`config.mk`:
```
export PLATFORM = sky130hd
export DESIGN_NAME = axi_stream_remove_header
export DESIGN_NICKNAME = d
export VERILOG_FILES = /design/src/rtl/axi_stream_remove_header.sv
export SDC_FILE = /design/constraint.sdc
export NUM_CORES = 1
export LEC_CHECK = 0
export ABC_CLOCK_PERIOD_IN_PS = 5010
export CAP_MARGIN = 10
export CELL_PAD_IN_SITES_DETAIL_PLACEMENT = 1
export CELL_PAD_IN_SITES_GLOBAL_PLACEMENT = 2
export CORE_ASPECT_RATIO = 0.7
export CORE_UTILIZATION = 32
export CTS_CLUSTER_SIZE = 12
export DETAILED_ROUTE_END_ITERATION = 10
export PLACE_DENSITY_LB_ADDON = 0.1
export RECOVER_POWER = 100
export SLEW_MARGIN = 20
export SYNTH_ARGS = -nofsm -noshare
export SYNTH_HDL_FRONTEND = slang
export SYNTH_SLANG_ARGS = --single-unit
export TNS_END_PERCENT = 10
```
`constraint.sdc`:
```
create_clock -name clk -period 5.01 [get_ports clk]
set_input_delay 1.002 -clock clk [delete_from_list [all_inputs] [get_ports clk]]
set_output_delay 1.002 -clock clk [all_outputs]
set_load 0.01 [all_outputs]
```
`src/rtl/axi_stream_remove_header.sv`:
```
// Strips a 1..DATA_BYTE_WD byte header from each AXI-Stream packet, sends it on a
// separate header channel and realigns the remaining payload to the MSB byte lane.
module axi_stream_remove_header #(
  parameter int unsigned DATA_WD      = 32,
  parameter int unsigned DATA_BYTE_WD = DATA_WD / 8
) (
  input  logic                          clk,
  input  logic                          rst_n,
  input  logic                          valid_len,
  output logic                          ready_len,
  input  logic [$clog2(DATA_BYTE_WD):0] len_in,
  input  logic                          valid_in,
  output logic                          ready_in,
  input  logic [DATA_WD-1:0]            data_in,
  input  logic [DATA_BYTE_WD-1:0]       keep_in,
  input  logic                          last_in,
  output logic                          valid_out,
  input  logic                          ready_out,
  output logic [DATA_WD-1:0]            data_out,
  output logic [DATA_BYTE_WD-1:0]       keep_out,
  output logic                          last_out,
  output logic                          valid_hdr,
  input  logic                          ready_hdr,
  output logic [DATA_WD-1:0]            header_out,
  output logic [DATA_BYTE_WD-1:0]       keep_hdr
);

  localparam int unsigned LEN_WD = $clog2(DATA_BYTE_WD) + 1;
  localparam int unsigned SEL_WD = $clog2(DATA_BYTE_WD);

  typedef enum logic [1:0] {IDLE, FIRST, STREAM, FLUSH} state_t;

  state_t              state;
  logic [LEN_WD-1:0]   len_q;
  logic [LEN_WD-1:0]   flush_len_q;
  logic [DATA_WD-1:0]  res_q;

  logic [LEN_WD-1:0]   n;
  logic [SEL_WD-1:0]   s;
  logic [SEL_WD-1:0]   r_sel;
  logic [LEN_WD-1:0]   s_len, r_len, hdr_len, pay_len, tail_len, flush_len;
  logic [DATA_WD-1:0]  first_pay, merged, tail_data;
  logic                out_free, hdr_free, in_fire, len_fire;

  // Top k byte lanes enabled.
  function automatic logic [DATA_BYTE_WD-1:0] keep_of(input logic [LEN_WD-1:0] k);
    logic [DATA_BYTE_WD-1:0] m;
    m = '0;
    for (int i = 0; i < int'(DATA_BYTE_WD); i++)
      if (LEN_WD'(i) < k) m[DATA_BYTE_WD-1-i] = 1'b1;
    return m;
  endfunction

  function automatic logic [DATA_WD-1:0] bytes_of(input logic [DATA_BYTE_WD-1:0] k);
    logic [DATA_WD-1:0] m;
    for (int i = 0; i < int'(DATA_BYTE_WD); i++) m[i*8 +: 8] = {8{k[i]}};
    return m;
  endfunction

  always_comb begin
    n = '0;
    for (int i = 0; i < int'(DATA_BYTE_WD); i++) n = n + LEN_WD'(keep_in[i]);
  end

  // s = header bytes landing in the first beat modulo W; r = residue carried per beat
  assign s         = len_q[SEL_WD-1:0];
  assign s_len     = LEN_WD'(s);
  assign r_len     = LEN_WD'(DATA_BYTE_WD) - s_len;
  assign r_sel     = SEL_WD'(r_len);
  assign hdr_len   = (len_q < n) ? len_q : n;
  assign pay_len   = n - len_q;
  assign tail_len  = r_len + n;
  assign flush_len = n - s_len;
  assign first_pay = data_in << {len_q, 3'b000};
  assign tail_data = res_q << {s, 3'b000};
  assign merged    = tail_data | (data_in >> {r_sel, 3'b000});

  assign out_free  = !valid_out || ready_out;
  assign hdr_free  = !valid_hdr || ready_hdr;
  assign ready_len = rst_n && (state == IDLE);
  assign ready_in  = rst_n && (((state == FIRST) && out_free && hdr_free) ||
                               ((state == STREAM) && out_free));
  assign in_fire   = valid_in && ready_in;
  assign len_fire  = valid_len && ready_len;

  // Control FSM with registered payload and header output slots.
  always_ff @(posedge clk) begin
    if (!rst_n) begin
      state       <= IDLE;
      len_q       <= '0;
      flush_len_q <= '0;
      res_q       <= '0;
      valid_out   <= 1'b0;
      data_out    <= '0;
      keep_out    <= '0;
      last_out    <= 1'b0;
      valid_hdr   <= 1'b0;
      header_out  <= '0;
      keep_hdr    <= '0;
    end else begin
      if (valid_out && ready_out) valid_out <= 1'b0;
      if (valid_hdr && ready_hdr) valid_hdr <= 1'b0;
      case (state)
        IDLE: begin
          if (len_fire) begin
            len_q <= len_in;
            state <= FIRST;
          end
        end
        FIRST: begin
          if (in_fire) begin
            valid_hdr  <= 1'b1;
            header_out <= data_in & bytes_of(keep_of(hdr_len));
            keep_hdr   <= keep_of(hdr_len);
            if (last_in) begin
              if (n > len_q) begin
                valid_out <= 1'b1;
                data_out  <= first_pay & bytes_of(keep_of(pay_len));
                keep_out  <= keep_of(pay_len);
                last_out  <= 1'b1;
              end
              state <= IDLE;
            end else begin
              res_q <= data_in;
              state <= STREAM;
            end
          end
        end
        STREAM: begin
          if (in_fire) begin
            valid_out <= 1'b1;
            res_q     <= data_in;
            if (s == '0) begin
              data_out <= data_in & bytes_of(keep_in);
              keep_out <= keep_in;
              last_out <= last_in;
              if (last_in) state <= IDLE;
            end else if (!last_in) begin
              data_out <= merged;
              keep_out <= '1;
              last_out <= 1'b0;
            end else if (n <= s_len) begin
              data_out <= merged & bytes_of(keep_of(tail_len));
              keep_out <= keep_of(tail_len);
              last_out <= 1'b1;
              state    <= IDLE;
            end else begin
              data_out    <= merged;
              keep_out    <= '1;
              last_out    <= 1'b0;
              flush_len_q <= flush_len;
              state       <= FLUSH;
            end
          end
        end
        FLUSH: begin
          if (out_free) begin
            valid_out <= 1'b1;
            data_out  <= tail_data & bytes_of(keep_of(flush_len_q));
            keep_out  <= keep_of(flush_len_q);
            last_out  <= 1'b1;
            state     <= IDLE;
          end
        end
        default: state <= IDLE;
      endcase
    end
  end

endmodule

```
Word level (Yosys, flattened, before mapping)
Index checks and enable logic that the tools add are counted.

Memory bits (read-only): 0. Bits in latches: 0. Output and inout bits: 77. Memory bits (writable): 0. Memories kept: 0. Register bits: 115.

Shift operators: 3. Multipliers: 0. Bitwise gates (word level): 8. Magnitude comparators: 19. Reductions and logical operators: 24. Equal/unequal tests: 11. Add/sub/neg operators: 7. Mux-type cells: 136. Div/mod/pow operators: 0.

Operators with widths (count): $mux 32 (11); $and 32x32->32 (5); $mux 1 (101); $pmux 32 s3 (1); $pmux 32 s2 (1); $mux 4 (8); $or 32x32->32 (1); $shl 32x5->32 (1); $shl 32x6->32 (1); $shr 32x5->32 (1); $lt 1x3->1 const A (8); $lt 2x3->1 const A (8); $mux 2 (9); $ne 2x2->1 const B (7); $pmux 4 s3 (1); $reduce_and 5->1 (2); $logic_and 1x1->1 (9); $pmux 2 s4 (1); $pmux 1 s3 (2); $reduce_and 6->1 (1); $eq 2x2->1 const B (2); $logic_not 2->1 (2); $reduce_and 2->1 (2); $reduce_and 4->1 (1); other kinds (18) (22).

Longest topological paths before layout
Depth in word-level cells: 18. Gate-level depth with buffers: 14. Depth with buffers taken out: 11.

Least setup slack after synthesis
Ideal clock, no wire load.

Path type: input to register. Start point: input port keep_in[0]. End point: register data_out[30]. Path slack: 1.211 ns. Buffers on the path: 0. Arrival time: 3.667 ns. Required time: 4.878 ns. Stages: 11. Cell sequence: fa_1 -> ha_1 -> inv_1 -> ha_1 -> inv_1 -> fa_1 -> xor2_1 -> o31ai_1 -> o22ai_1 -> a21oi_1 -> a21oi_1.

Longest elaborated chain between the ends: 18. Elaborated cells on any way between the ends: 34. Classes of those cells: add/sub: 5; order compare: 4; eq/ne: 1; mux: 21; bitwise: 2; reduce/logical: 1.

RTL lines: from (decl) (RTL line 15) `input logic [DATA_BYTE_WD-1:0] keep_in,`; $add 1x1->2 (*) (RTL line 62) `for (int i = 0; i < int'(DATA_BYTE_WD); i++) n = n + LEN_WD'(keep_in[i]);`; $add 2x1->3 (*) (RTL line 62); $add 3x1->3 (*) (RTL line 62); $add 3x3->3 (RTL line 72) `assign tail_len = r_len + n;`; $lt 1x3->1 (RTL line 50) `if (LEN_WD'(i) < k) m[DATA_BYTE_WD-1-i] = 1'b1;`; $mux 1 (RTL line 50); $mux 1 (RTL line 142) `end else if (n <= s_len) begin`; $mux 1 (RTL line 138) `end else if (!last_in) begin`; [... 2 more ...]; $mux 1 (RTL line 103) `case (state)`; $mux 1 (RTL line 88) `if (!rst_n) begin`; $and 32x32->32 (RTL line 143) `data_out <= merged & bytes_of(keep_of(tail_len));`; $mux 32 (RTL line 142); $mux 32 (RTL line 138); $mux 32 (RTL line 133) `if (s == '0) begin`; $mux 32 (RTL line 130) `if (in_fire) begin`; $pmux 32 s3 (RTL line 103); to (signal assigned) (RTL line 134) `data_out <= data_in & bytes_of(keep_in);`; to (signal assigned) (RTL line 139) `data_out <= merged;`; to (signal assigned) (RTL line 143); to (decl) (RTL line 19) `output logic [DATA_WD-1:0] data_out,`.

Every way passes the cells marked *; elsewhere a longest branch is shown, timed or not. The select of a mux whose other input is x is not followed. A chain may end at the register's enable or synchronous reset.

Worst setup path after layout
Start point: input port keep_in[0]. End point: register data_out[16].

Same word-level chain as after synthesis.

==> flow_summary.yaml <==
outcome:
  status: "complete, but fails checks"
  violations: "capacitance limit, slew limit"
synthesis:
  synthFlopType: "dfxtp_1"
  ys_warn_count: 0
  synth_edf_count: 0
  synth_area_um2: 6810
  yosysUniqueCellTypes: 64
  synth-adder-area-share_pct: 2.46
  synth_mux_area_share_pct: 14.8
  syn_nets: 825
  async_flop_share_pct: 0
  synth_top_family_by_area: "compound AO/OA/AOI/OAI gates"
  syn_area_per_cell_um2: 8.87
  synth_compound_area_share_pct: 29.0
  synth_simple_gate_area_share_pct: 14.2
  synthXorXnorAreaFrac_pct: 0.386
  ys_seq_elements: 115
  ys_seq_area_share_pct: 33.8
  synthCells: 768
floorplan:
  coreArea_um2: 20800
  io_pins: 123
  die-area_um2: 21900
  die_h_um: 124
  std_cell_rows: 44
  initial_core_util_pct: 32.7
  die_w_um: 176
clock_network:
  cts-buffers-inserted: 17
  clockBufferDepth: 2
  root_buffer: "clkbuf_16"
  clk_pin_slew_worst_paths_ps: 60
  tritoncts: "built"
  cts.sinks: 115
  cts_max_level: 4
  postCtsSetupBuffers: 0
  cts_hold_buf: 0
  ctsResizeCount: 0
  clk_latency_ps: 420
sta:
  max_freq_ghz: 0.220
  setup_violations: 0
  finClkSkew_ps: 13.1
  fin_crit_ps: 4540
  hold_viol_final: 0
  maxSlewViolCount: 19
  tightest_slew_ps: 2190
  rsz0062_at_grt: "no"
  min_period_over_period_pct: 90.6
  fin_setup_tns_ps: 0
  slew_headroom_pct: -47.2
setup_path:
  critPathLaunchType: "input pin"
  endpoint_kind: "register"
  cp_cell_sequence: "clkdlybuf4s50_1, fa_1, ha_1, ha_1, ha_1, or3b_1, o211ai_1, o31ai_1, buf_4, o211ai_1, o211a_1"
  crit_slowest_cell: "o31ai_1"
  path_common_cell: "ha_1"
  cpLargestDelayFamily: "adder cells"
  critical_path_class: "input pin to register"
  required_ps: 5310
  crit_path_max_incr_delay_ps: 630
  crit_fanout: 22
  critPathArrivalTime_ps: 4840
  rrSetupSlack_ps: 1230
  crit_buf_inv: 2
final_layout:
  layout.area.seq_um2: 2300
  final_cells: 1153
  multi_input_area_um2: 4130
  fillerInstances: 2395
  synthToLayoutAreaGrowth_pct: 29.8
  drive_gt1_share_pct: 8.55
  mostFrequentLayoutCells: "dfxtp_1, dlygate4sd3_1, mux2i_1, o21ai_0, nand2_1"
  antennaDiodeCount: 0
  final_common_cell: "dfxtp_1"
  nets: 921
  utilization_pct: 42.5
routing:
  drc: 0
  wl_mm: 28.2
  viasPerCell: 5.86
  vias: 6756
  wl_per_cell_um: 24.5
  drtAntennaViolNets: 0
  firstDrtPassIters: 6
  drt_iter0_drc: 538
min_path:
  hp-class: "register to register"
grt:
  overflow: 0
  grt_max_degree: 65
  grt_usage_pct: 26.2
  grt_pass1_wl_mm: 42.6
  antenna_found_initial: 0
  grt_pass1_vias: 6785
power_and_ir_drop:
  power_density_nw_per_um2: 344
  p_leak_uw: 0.00347
  ir_drop_v: 0.000199
place:
  place.port_buffers: 122
  dpl.cell_count: 1121
  hpwl_mm: 20.5
  gp_congestion: 0.884
run:
  maxCapViolCount: 1
where the power goes:
group	leakage [uW]	switching (uW)	internal (uW)
clock	0.000293	498	801
sequential	0.000932	38.3	960
combinational	0.00225	454	291
total	0.00347	991	2050
worst paths after layout:
kind / from / end / depth (start not counted)
max: keep_in[0] / data_out[16]$_SDFFE_PN0P_ / 11
min: keep_hdr[3]$_SDFFE_PN0P_ / keep_hdr[3]$_SDFFE_PN0P_ / 1
max reg2reg: state[0]$_SDFFE_PN0P_ / res_q[27]$_SDFFE_PN0P_ / 5
min reg2reg: keep_hdr[3]$_SDFFE_PN0P_ / keep_hdr[3]$_SDFFE_PN0P_ / 1
cell usage after synthesis (all sizes together) (3+ instances only):
| cell | count | area share, % |
|---|---|---|
| fa | 4 | 1.2 |
| nor2b | 55 | 5.0 |
| nand3 | 10 | 0.73 |
| o211a | 8 | 1.2 |
| a222oi | 8 | 1.2 |
| a221oi | 8 | 1.0 |
| mux2 | 8 | 1.3 |
| o211ai | 12 | 1.4 |
| a21oi | 35 | 2.6 |
| o21a | 5 | 0.55 |
| clkbuf | 34 | 1.9 |
| and2 | 14 | 1.3 |
| a22oi | 17 | 1.9 |
| o2bb2ai | 24 | 3.1 |
| nor2 | 20 | 1.1 |
| a21boi | 4 | 0.44 |
| a221o | 8 | 1.2 |
| a31oi | 19 | 1.7 |
| o21ai | 70 | 5.1 |
| a211oi | 3 | 0.48 |
| nand2b | 4 | 0.37 |
| mux4 | 8 | 2.6 |
| mux2i | 74 | 11 |
| nor3 | 7 | 0.51 |
| o2111ai | 8 | 1.0 |
| inv | 22 | 1.2 |
| a22o | 24 | 3.1 |
| dfxtp | 115 | 34 |
| a21o | 3 | 0.33 |
| ha | 7 | 1.3 |
| nor4 | 11 | 1.0 |
| o22ai | 8 | 0.73 |
| nand2 | 56 | 3.1 |
| buf | 30 | 2.2 |
| o311ai | 3 | 0.50 |
cells by family after synthesis:
logic type                 count (synthesis)
buffers and inverters                     87
DFF                                      115
AOI/OAI and AO/OA                        276
adders and majority gates                 11
xor gates and xnor gates                   3
and+or+nand+nor                          186
muxes                                     90
routing by layer:
metal | global-route usage (%) | wire length, um | vias up
met5 | 0 | 0 | -
met4 | 7.27 | 459 | 0
li1 | - | - | 3094
met3 | 5.86 | 1810 | 45
met2 | 38.4 | 11700 | 234
met1 | 38.2 | 14300 | 3383
cell type report:
| class | count | share of cell area, % |
|---|---|---|
| clock buffer | 18 | 4.97 |
| clock inverter | 14 | 2.02 |
| inverter | 23 | 0.976 |
| multi-input combinational | 566 | 46.7 |
| sequential | 115 | 26.1 |
| tap | 276 | 3.91 |
| timing repair buffer | 141 | 15.4 |
flip-flops by register name, indices dropped and copies added, names as in the netlist:
| signal | flops |
|---|---|
| flush_len_q | 3 |
| data_out | 32 |
| len_q | 3 |
| valid_out | 1 |
| res_q | 32 |
| header_out | 32 |
| keep_out | 4 |
| state | 2 |
| valid_hdr | 1 |
| keep_hdr | 4 |
| last_out | 1 |
per-stage QoR:
step	worst slack [ps]	hold WS, ps	power [uW]	area [um^2]
global placement	420	438	1760	8270
CTS	752	465	3080	8890
detailed placement	329	451	1770	8270
global route	286	488	3170	8840
finish	470	448	3040	8840
floorplan	1210	471	1460	6810
No activity file was read; power rests on OpenSTA's default activity.
